$ cat src/rtl/led_pkg.sv
// Shared types and constants for the binary-to-BCD LED scan driver.
package led_pkg;

    typedef enum logic [1:0] {IDLE, SHIFT, DONE} conv_state_t;

    // Segments g..a for hex values 0..F, active-high.
    localparam logic [6:0] SEG_TABLE [16] = '{
        7'h3f, 7'h06, 7'h5b, 7'h4f, 7'h66, 7'h6d, 7'h7d, 7'h07,
        7'h7f, 7'h6f, 7'h77, 7'h7c, 7'h39, 7'h5e, 7'h79, 7'h71
    };

    // Decimal digits needed to represent 2^bin_w - 1 (exact for bin_w <= 64).
    function automatic int unsigned min_digits(input int unsigned bin_w);
        longint unsigned maxv;
        int unsigned     n;
        maxv = (bin_w >= 64) ? '1 : ((64'd1 << bin_w) - 64'd1);
        n    = 1;
        while (maxv >= 64'd10) begin
            maxv = maxv / 64'd10;
            n++;
        end
        return n;
    endfunction

endpackage

$ cat src/rtl/bin2bcd_seq.sv
// Valid/ready front end and bit-serial double-dabble converter.
module bin2bcd_seq
    import led_pkg::*;
#(
    parameter int unsigned BIN_W  = 16,
    parameter int unsigned DIGITS = 5
) (
    input  logic                  clk,
    input  logic                  rst,
    input  logic [BIN_W-1:0]      bin_in,
    input  logic                  in_valid,
    output logic                  in_ready,
    output logic [DIGITS*4-1:0]   bcd_out,
    output logic                  bcd_valid
);

    localparam int unsigned ACC_W = DIGITS * 4;
    localparam int unsigned CNT_W = $clog2(BIN_W + 1);

    conv_state_t      state, state_nxt;
    logic [BIN_W-1:0] sr, sr_sh;
    logic [ACC_W-1:0] acc, acc_adj, acc_sh;
    logic [CNT_W-1:0] cnt;
    logic             last_shift;

    assign last_shift = (state == SHIFT) && (cnt == CNT_W'(1));

    always_ff @(posedge clk) begin
        if (rst) state <= IDLE;
        else     state <= state_nxt;
    end

    always_comb begin
        state_nxt = state;
        case (state)
            IDLE:    if (in_valid) state_nxt = SHIFT;
            SHIFT:   if (cnt == CNT_W'(1)) state_nxt = DONE;
            DONE:    state_nxt = IDLE;
            default: state_nxt = IDLE;
        endcase
    end

    always_comb begin
        in_ready  = (state == IDLE);
        bcd_valid = (state == DONE);
    end

    always_comb begin
        acc_adj = acc;
        for (int unsigned i = 0; i < DIGITS; i++) begin
            if (acc[i*4 +: 4] >= 4'd5) acc_adj[i*4 +: 4] = acc[i*4 +: 4] + 4'd3;
        end
        {acc_sh, sr_sh} = {acc_adj, sr} << 1;
    end

    // bcd_out is loaded on the final shift so it is already valid during DONE.
    always_ff @(posedge clk) begin
        if (rst) begin
            sr      <= '0;
            acc     <= '0;
            cnt     <= '0;
            bcd_out <= '0;
        end else begin
            if (state == IDLE && in_valid) begin
                sr  <= bin_in;
                acc <= '0;
                cnt <= CNT_W'(BIN_W);
            end else if (state == SHIFT) begin
                sr  <= sr_sh;
                acc <= acc_sh;
                cnt <= cnt - CNT_W'(1);
            end
            if (last_shift) bcd_out <= acc_sh;
        end
    end

endmodule

$ cat src/rtl/bin2bcd_led_scan.sv
// Multi-digit 7-segment driver: BCD conversion, digit scanning, blanking, polarity.
module bin2bcd_led_scan
    import led_pkg::*;
#(
    parameter int unsigned BIN_W          = 16,
    parameter int unsigned DIGITS         = 5,
    parameter int unsigned SCAN_DIV       = 50000,
    parameter bit          BLANK_LZ       = 1'b1,
    parameter bit          SEG_ACTIVE_LOW = 1'b0,
    parameter bit          DIG_ACTIVE_LOW = 1'b0
) (
    input  logic                  clk,
    input  logic                  rst,
    input  logic [BIN_W-1:0]      bin_in,
    input  logic                  in_valid,
    output logic                  in_ready,
    input  logic [DIGITS-1:0]     dp_in,
    output logic [DIGITS*4-1:0]   bcd_out,
    output logic                  bcd_valid,
    output logic [7:0]            seg,
    output logic [DIGITS-1:0]     dig
);

    localparam int unsigned PRE_W = $clog2(SCAN_DIV);
    localparam int unsigned IDX_W = (DIGITS > 1) ? $clog2(DIGITS) : 1;

    generate
        if (BIN_W < 1) begin : g_bad_width
            $error("bin2bcd_led_scan: BIN_W must be >= 1");
        end
        if (DIGITS < min_digits(BIN_W)) begin : g_bad_digits
            $error("bin2bcd_led_scan: DIGITS too small for BIN_W");
        end
        if (SCAN_DIV < 2) begin : g_bad_div
            $error("bin2bcd_led_scan: SCAN_DIV must be >= 2");
        end
    endgenerate

    logic [DIGITS*4-1:0] disp;
    logic [PRE_W-1:0]    pre;
    logic [IDX_W-1:0]    idx;
    logic [DIGITS-1:0]   zero_from;
    logic [7:0]          seg_raw;
    logic [DIGITS-1:0]   dig_raw;

    bin2bcd_seq #(
        .BIN_W  (BIN_W),
        .DIGITS (DIGITS)
    ) u_conv (
        .clk       (clk),
        .rst       (rst),
        .bin_in    (bin_in),
        .in_valid  (in_valid),
        .in_ready  (in_ready),
        .bcd_out   (bcd_out),
        .bcd_valid (bcd_valid)
    );

    always_ff @(posedge clk) begin
        if (rst)            disp <= '0;
        else if (bcd_valid) disp <= bcd_out;
    end

    always_ff @(posedge clk) begin
        if (rst) begin
            pre <= '0;
            idx <= '0;
        end else if (pre == PRE_W'(SCAN_DIV - 1)) begin
            pre <= '0;
            idx <= (idx == IDX_W'(DIGITS - 1)) ? '0 : idx + IDX_W'(1);
        end else begin
            pre <= pre + PRE_W'(1);
        end
    end

    // zero_from[i]: nibbles i..DIGITS-1 of the display are all zero.
    always_comb begin
        logic        run;
        int unsigned i;
        zero_from = '0;
        run       = 1'b1;
        for (int unsigned j = 0; j < DIGITS; j++) begin
            i            = DIGITS - 1 - j;
            run          = run && (disp[i*4 +: 4] == 4'd0);
            zero_from[i] = run;
        end
    end

    always_comb begin
        seg_raw = '0;
        dig_raw = '0;
        for (int unsigned k = 0; k < DIGITS; k++) begin
            if (idx == IDX_W'(k)) begin
                dig_raw[k]   = 1'b1;
                seg_raw[7]   = dp_in[k];
                seg_raw[6:0] = (BLANK_LZ && (k != 0) && zero_from[k])
                             ? 7'h00 : SEG_TABLE[disp[k*4 +: 4]];
            end
        end
    end

    always_ff @(posedge clk) begin
        if (rst) begin
            seg <= {8{SEG_ACTIVE_LOW}};
            dig <= {DIGITS{DIG_ACTIVE_LOW}};
        end else begin
            seg <= seg_raw ^ {8{SEG_ACTIVE_LOW}};
            dig <= dig_raw ^ {DIGITS{DIG_ACTIVE_LOW}};
        end
    end

endmodule

$ cat config.mk
export PLATFORM = sky130hd
export DESIGN_NAME = bin2bcd_led_scan
export DESIGN_NICKNAME = d
export VERILOG_FILES = /design/src/rtl/led_pkg.sv /design/src/rtl/bin2bcd_seq.sv /design/src/rtl/bin2bcd_led_scan.sv
export SDC_FILE = /design/constraint.sdc
export NUM_CORES = 1
export LEC_CHECK = 0
export ABC_AREA = 1
export BUFFER_PORTS_ARGS = -buffer_cell sky130_fd_sc_hd__buf_2
export CAP_MARGIN = 20
export CORE_ASPECT_RATIO = 1.75
export CORE_MARGIN = 5
export CORE_UTILIZATION = 30
export DETAILED_ROUTE_END_ITERATION = 7
export GPL_ROUTABILITY_DRIVEN = 0
export SYNTH_ARGS = -nofsm -noshare
export SYNTH_HDL_FRONTEND = slang
export SYNTH_SLANG_ARGS = --single-unit
$ cat constraint.sdc
create_clock -name clk -period 1.8 [get_ports clk]
set_input_delay 0.18 -clock clk [delete_from_list [all_inputs] [get_ports clk]]
set_output_delay 0.18 -clock clk [all_outputs]
set_load 0.02 [all_outputs]
==> reports/qor.yml, run 1 <==
run_status:
  status: "finished clean"
timing:
  worst_pin_slew_ns: 0.564
  fmax_mhz: 601
  fin_tns_setup_ns: 0
  min_period_ns: 1.66
  relSlewSlack: 0.624
  drv_slew: 0
  period_share: 0.924
  timing_hold_violations_final: 0
  rsz0062_at_grt: "no"
  finClkSkew_ns: 0.00855
  finalSetupViolCount: 0
cts:
  clkTransAtPathRegs_ns: 0.05
  clock_sinks: 115
  clockRootBuffer: "clkbuf_16"
  cts_tree: "built"
  cts_inserted_buffers: 17
  clock_path_buffers: 2
  clk_latency_ns: 0.41
  h-tree-depth: 4
final_layout:
  n_antenna_cell: 0
  synthToLayoutAreaGrowth_pct: 21.4
  final.fill_count: 2240
  drive_above_1_share: 0.178
  final_nets: 1033
  utilization: 0.370
global_routing:
  grt_max_degree: 40
  grt_usage: 0.141
  antenna_found_initial: 0
  grt_pass1_vias: 5850
  gr-total-overflow: 0
  grt_pass1_wl_mm: 27.5
power:
  p_leak_nw: 3.56
  p_per_area_nw_per_um2: 894
  worst_ir_drop_vdd_v: 0.000525
setup_path:
  cp_max_fo: 7
  path_common_cell: "nand2_1"
  worst_path_max_delay_cell: "dfxtp_1"
  endpoint_kind: "flip-flop"
  worstSetupStartpointType: "flip-flop"
  crit_required_ns: 2.10
  crit_type: "reg -> reg"
  critical_path_arrival_ns: 1.97
  crit_chain: "inv_1 > ha_4 > nand3_2 > nor2_4 > nand3_4 > nand2_2 > nand2_1 > nand2_1 > nand2_1 > nand2_1 > nand2_1 > nand2_1 > nand2_1"
  slowest_delay_ns: 0.34
synthesis:
  synth_top_cell_by_area: "dfxtp_1"
  synthArstFlopShare: 0
  yosysWarningCount: 0
  yosys.area.top_type_share: 0.363
  synth_common_cells: "219 x nand2_1, 115 x dfxtp_1, 98 x inv_1"
  synth-edff-count: 0
  ys_ff_latch: 115
  synth_cell_types: 43
  syn_area_um2: 6350
  syn_inst: 888
  ys.flop_type: "dfxtp_1"
  synthTopCellsByArea: "dfxtp_1 36%, nand2_1 13%, ha_1 9.3%"
  synth_fp_nets: 959
  avgSynthCellArea_um2: 7.15
  yosysMostFrequentCell: "nand2_1"
  yosysSeqAreaShare: 0.363
detailed_routing:
  via_per_inst: 4.79
  ant_nets: 0
  first_pass_iters: 4
  vias: 5863
  drcViolationCount: 0
  drt-initial-drc-count: 209
  routed_wl_mm: 16.4
  wl_per_cell_um: 13.4
floorplanning:
  die_x_um: 120
  num_rows: 70
  dieArea_um2: 24300
  initial_core_util: 0.305
  core_area_um2: 20800
  fp.dieH_um: 202
  num_io_pins: 59
hold_path:
  holdCritPathClass: "in -> reg"
place:
  dp_hpwl_mm: 12.7
  portBuffers: 58
job:
  drv_cap: 0
metrics by stage:
| step | instance area, µm² | setup WS (ns) | cells | power (mW) | hold WS (ns) |
|---|---|---|---|---|---|
| 3_5_place_dp | 7010 | 0.0875 | 1193 | 3.40 | 0.392 |
| 3_3_place_gp | 7010 | 0.0880 | 1193 | 3.39 | 0.400 |
| 4_1_cts | 7640 | 0.0811 | 1224 | 6.98 | 0.0144 |
| 6_report | 7700 | 0.137 | 1225 | 6.89 | 0.0389 |
| 5_1_grt | 7700 | 0.00247 | 1225 | 7.20 | 0.0283 |
| 2_1_floorplan | 6350 | 0.310 | 888 | 3.21 | 0.255 |
cell usage in the layout, fill, tap and decap left out, types with 4 or more instances in the layout:
cell,n
nor3_1,7
ha_1,44
dfxtp_1,109
bufinv_16,4
a31oi_1,18
nor2_2,8
buf_4,25
clkbuf_16,17
nand2_1,217
a211oi_1,4
nor2_4,5
o21ai_1,13
or2_2,5
inv_1,95
buf_2,58
nand2_2,6
dfxtp_2,6
o2111ai_1,4
nor2_1,56
o211ai_1,8
inv_2,13
a21oi_1,78
xor2_1,11
nand3b_1,5
o21ai_0,77
nand4_1,5
nand3_1,33
per-layer routing:
metal	wire length, µm	track usage	vias up
met5	0	0	-
met1	6230	0.139	2666
met3	560	0.0344	44
li1	-	-	3051
met4	743	0.0852	0
met2	8910	0.262	102
final timing paths:
check | from | end | slack, ns | cells after the start
max | disp[13] | seg[1] | 0.14 | 13
min | bin_in[12] | u_conv.sr[12] | 0.04 | 3
max reg2reg | disp[13] | seg[1] | 0.14 | 13
min reg2reg | pre[0] | pre[0] | 0.44 | 1
state kept, by name (all words and copies together), names as in the netlist:
| register | count |
|---|---|
| pre | 16 |
| u_conv.cnt | 5 |
| seg | 8 |
| u_conv.bcd_out | 20 |
| dig | 5 |
| idx | 3 |
| disp | 20 |
| u_conv.acc | 20 |
| u_conv.state | 2 |
| u_conv.sr | 16 |
worst max-delay path, delay by kind of cell, from the launching register on:
family | cells | cell delay [ns]
buffers and inverters | 1 | 0.13
adder cells (fa/ha/maj) | 1 | 0.16
AND/OR/NAND/NOR | 11 | 0.93
flip-flops | 1 | 0.34
kinds of logic (layout without fill, tap and decap cells):
group / count (synthesis) / after routing / synth area share
flip-flops: 115 / 115 / 0.363
AO/OA/AOI/OAI: 212 / 212 / 0.181
adder cells (fa/ha/maj): 47 / 47 / 0.0926
buffers and inverters: 144 / 229 / 0.0962
XOR/XNOR: 13 / 13 / 0.0179
AND/OR/NAND/NOR: 357 / 357 / 0.249
repair_timing:
action | CTS | global route
hold buffers | 1 | 0
gates resized for setup | 0 | 23
hold endpoints to repair | 1 | 0
buffers inserted | 0 | 1
setup endpoints to repair | 0 | 7
area by class of cell:
cell class / instances / area [µm²] / area share
sequential: 115 / 2310 / 0.300
clock buffer: 21 / 460 / 0.0598
multi-input combinational: 629 / 3480 / 0.452
clock inverter: 9 / 155 / 0.0201
inverter: 111 / 423 / 0.0549
timing repair buffer: 88 / 559 / 0.0726
tap: 252 / 315 / 0.0409
where the power goes:
part | total [mW] | leakage (nW) | switching (mW) | internal (mW)
sequential | 2.71 | 0.939 | 0.0655 | 2.65
clock | 3.54 | 0.299 | 1.17 | 2.37
combinational | 0.631 | 2.32 | 0.406 | 0.225
total | 6.89 | 3.56 | 1.64 | 5.25
Note: power is estimated with default switching activity, not from simulation.
==> run 2: changes to the inputs <==
HOLD_SLACK_MARGIN = 0.12   (was unset)
==> run 2 against run 1 <==
  * Combinational power up 5.1%
  * Hold slack better by 0.20 ns
  * Sequential share of layout area down 0.72 points
  * Design area up 2.5%
  * Via count up 1.7%
  * Die area unchanged
  * Wire length up 0.90%
  * Critical path depth unchanged
  * Flip-flop and latch count unchanged
  * Power up 0.53%
  * Worst setup slack better by 0.0015 ns
  * Non-clock buffer count up 19
==> reports/qor.yml, run 2 (synthesized netlist as in run 1, its figures left out) <==
run_status:
  status: "finished clean"
setup_path:
  timing.rr.start: "disp[13]"
  worst_path_max_delay_cell: "dfxtp_1"
  endpoint_kind: "flip-flop"
  crit_type: "reg -> reg"
  crit_chain: "inv_1 > ha_4 > nand3_2 > nor2_4 > nand3_4 > nand2_2 > nand2_1 > nand2_1 > nand2_1 > nand2_1 > nand2_1 > nand2_1 > nand2_1"
  worstSetupStartpointType: "flip-flop"
  crit_start: "disp[13]"
  crit_required_ns: 2.11
  crit_family: "simple AND/OR/NAND/NOR gates"
  crit_cells: 13
  path_buf_inv: 1
  critical_path_arrival_ns: 1.97
  path_common_cell: "nand2_1"
  cp_max_fo: 7
  rr_worst_depth: 13
  slowest_delay_ns: 0.34
final_layout:
  final_nets: 1052
  final.fill_count: 2214
  seq_area_um2: 2310
  synthToLayoutAreaGrowth_pct: 24.4
  n_antenna_cell: 0
  drive_above_1_share: 0.174
  reg_top3: "disp: 20 flops, u_conv.acc: 20 flops, u_conv.bcd_out: 20 flops"
  layout_common_cells: "217 x nand2_1, 109 x dfxtp_1, 95 x inv_1, 78 x a21oi_1, 77 x o21ai_0"
  final_common_cell: "nand2_1"
  multi_input_area_um2: 3480
floorplanning:
  fp.dieH_um: 202
  core_area_um2: 20800
  die_x_um: 120
  num_io_pins: 59
  num_rows: 70
  initial_core_util: 0.305
  dieArea_um2: 24300
power:
  p_comb_frac: 0.096
  p_seq_frac: 0.392
  netSwitchingPower_mw: 1.65
  p_per_area_nw_per_um2: 877
  p_int_mw: 5.27
  clkPwrFrac: 0.512
  p_leak_nw: 3.63
  switching_share: 0.239
  worst_ir_drop_vdd_v: 0.000529
detailed_routing:
  routed_wl_mm: 16.6
  drt-initial-drc-count: 214
  via_per_inst: 4.79
  ant_nets: 0
  first_pass_iters: 4
  drcViolationCount: 0
  vias: 5961
  wl_per_cell_um: 13.3
timing:
  worst_pin_slew_ns: 0.562
  rsz0062_at_grt: "no"
  timing_hold_violations_final: 0
  fmax_mhz: 602
  finClkSkew_ns: 0.00848
  drv_slew: 0
  relSlewSlack: 0.625
  finalSetupViolCount: 0
  period_share: 0.923
  fin_tns_setup_ns: 0
  min_period_ns: 1.66
  hold_ws_ns: 0.238
place:
  portBuffers: 58
  dp_hpwl_mm: 12.7
cts:
  clockRootBuffer: "clkbuf_16"
  clock_sinks: 115
  clock_path_buffers: 2
  clkTransAtPathRegs_ns: 0.06
  clk_latency_ns: 0.41
  cts_inserted_buffers: 17
  h-tree-depth: 4
  cts_tree: "built"
global_routing:
  gr-total-overflow: 0
  antenna_found_initial: 0
  grt_pass1_wl_mm: 27.7
  grt_max_degree: 40
  grt_usage: 0.142
  grt_pass1_vias: 5904
hold_path:
  hold_start: "dp_in[1]"
  min_path_cells: 5
  holdCritPathClass: "in -> reg"
job:
  drv_cap: 0
[run 2: cell types whose count changed in the layout (fill, tap and decap cells not counted)]
cell	change
dlygate4sd3_1	+19
[run 2: area by class of cell]
class	instances	share of cell area
Clock buffer	21	0.0583
Clock inverter	9	0.0197
Inverter	111	0.0536
Multi-Input combinational cell	629	0.441
Sequential cell	115	0.293
Tap cell	252	0.0399
Timing Repair Buffer	107	0.0949
[run 2: per-stage QoR]
stage,setup WS [ns],power (mW),area [µm²],utilization,std cells
2_1_floorplan,0.310,3.21,6350,-,888
3_3_place_gp,0.0880,3.39,7010,0.336,1193
3_5_place_dp,0.0875,3.40,7010,0.336,1193
4_1_cts,0.0811,7.01,7830,0.375,1243
5_1_grt,0.00247,7.24,7900,0.379,1244
6_report,0.138,6.93,7900,0.379,1244
[run 2: power groups by stage]
stage / Clock, mW / Sequential (mW) / Combinational, mW
floorplan: 0 / 2.77 / 0.439
global placement: 0 / 2.77 / 0.624
detailed placement: 0 / 2.77 / 0.632
CTS: 3.63 / 2.71 / 0.668
global route: 3.75 / 2.73 / 0.760
finish: 3.55 / 2.71 / 0.663
[run 2: worst min-delay path, stage by stage]
cell and delay, ns:
buf_2 0.08, nand2_1 0.04, a21oi_1 0.14, a211oi_1 0.06
o21ai_0 0.12
[run 2: path summary, 6_finish.rpt]
path	endpoint	slack, ns
max reg2reg	seg[1]	0.14
max	seg[1]	0.14
min	seg[7]	0.24
min reg2reg	pre[0]	0.44
[run 2: what timing repair did]
item	CTS	global route
setup buffers	0	1
hold buffers	20	0
endpoints found under the hold margin	17	0
gates resized for setup	0	23
endpoints found under the setup margin	0	7
[run 2: metal layers]
layer / vias up / GRT usage / wire length (µm)
met5: - / 0 / 0
met4: 0 / 0.0852 / 815
met3: 49 / 0.0339 / 585
met2: 114 / 0.265 / 8980
met1: 2709 / 0.140 / 6210
li1: 3089 / - / -
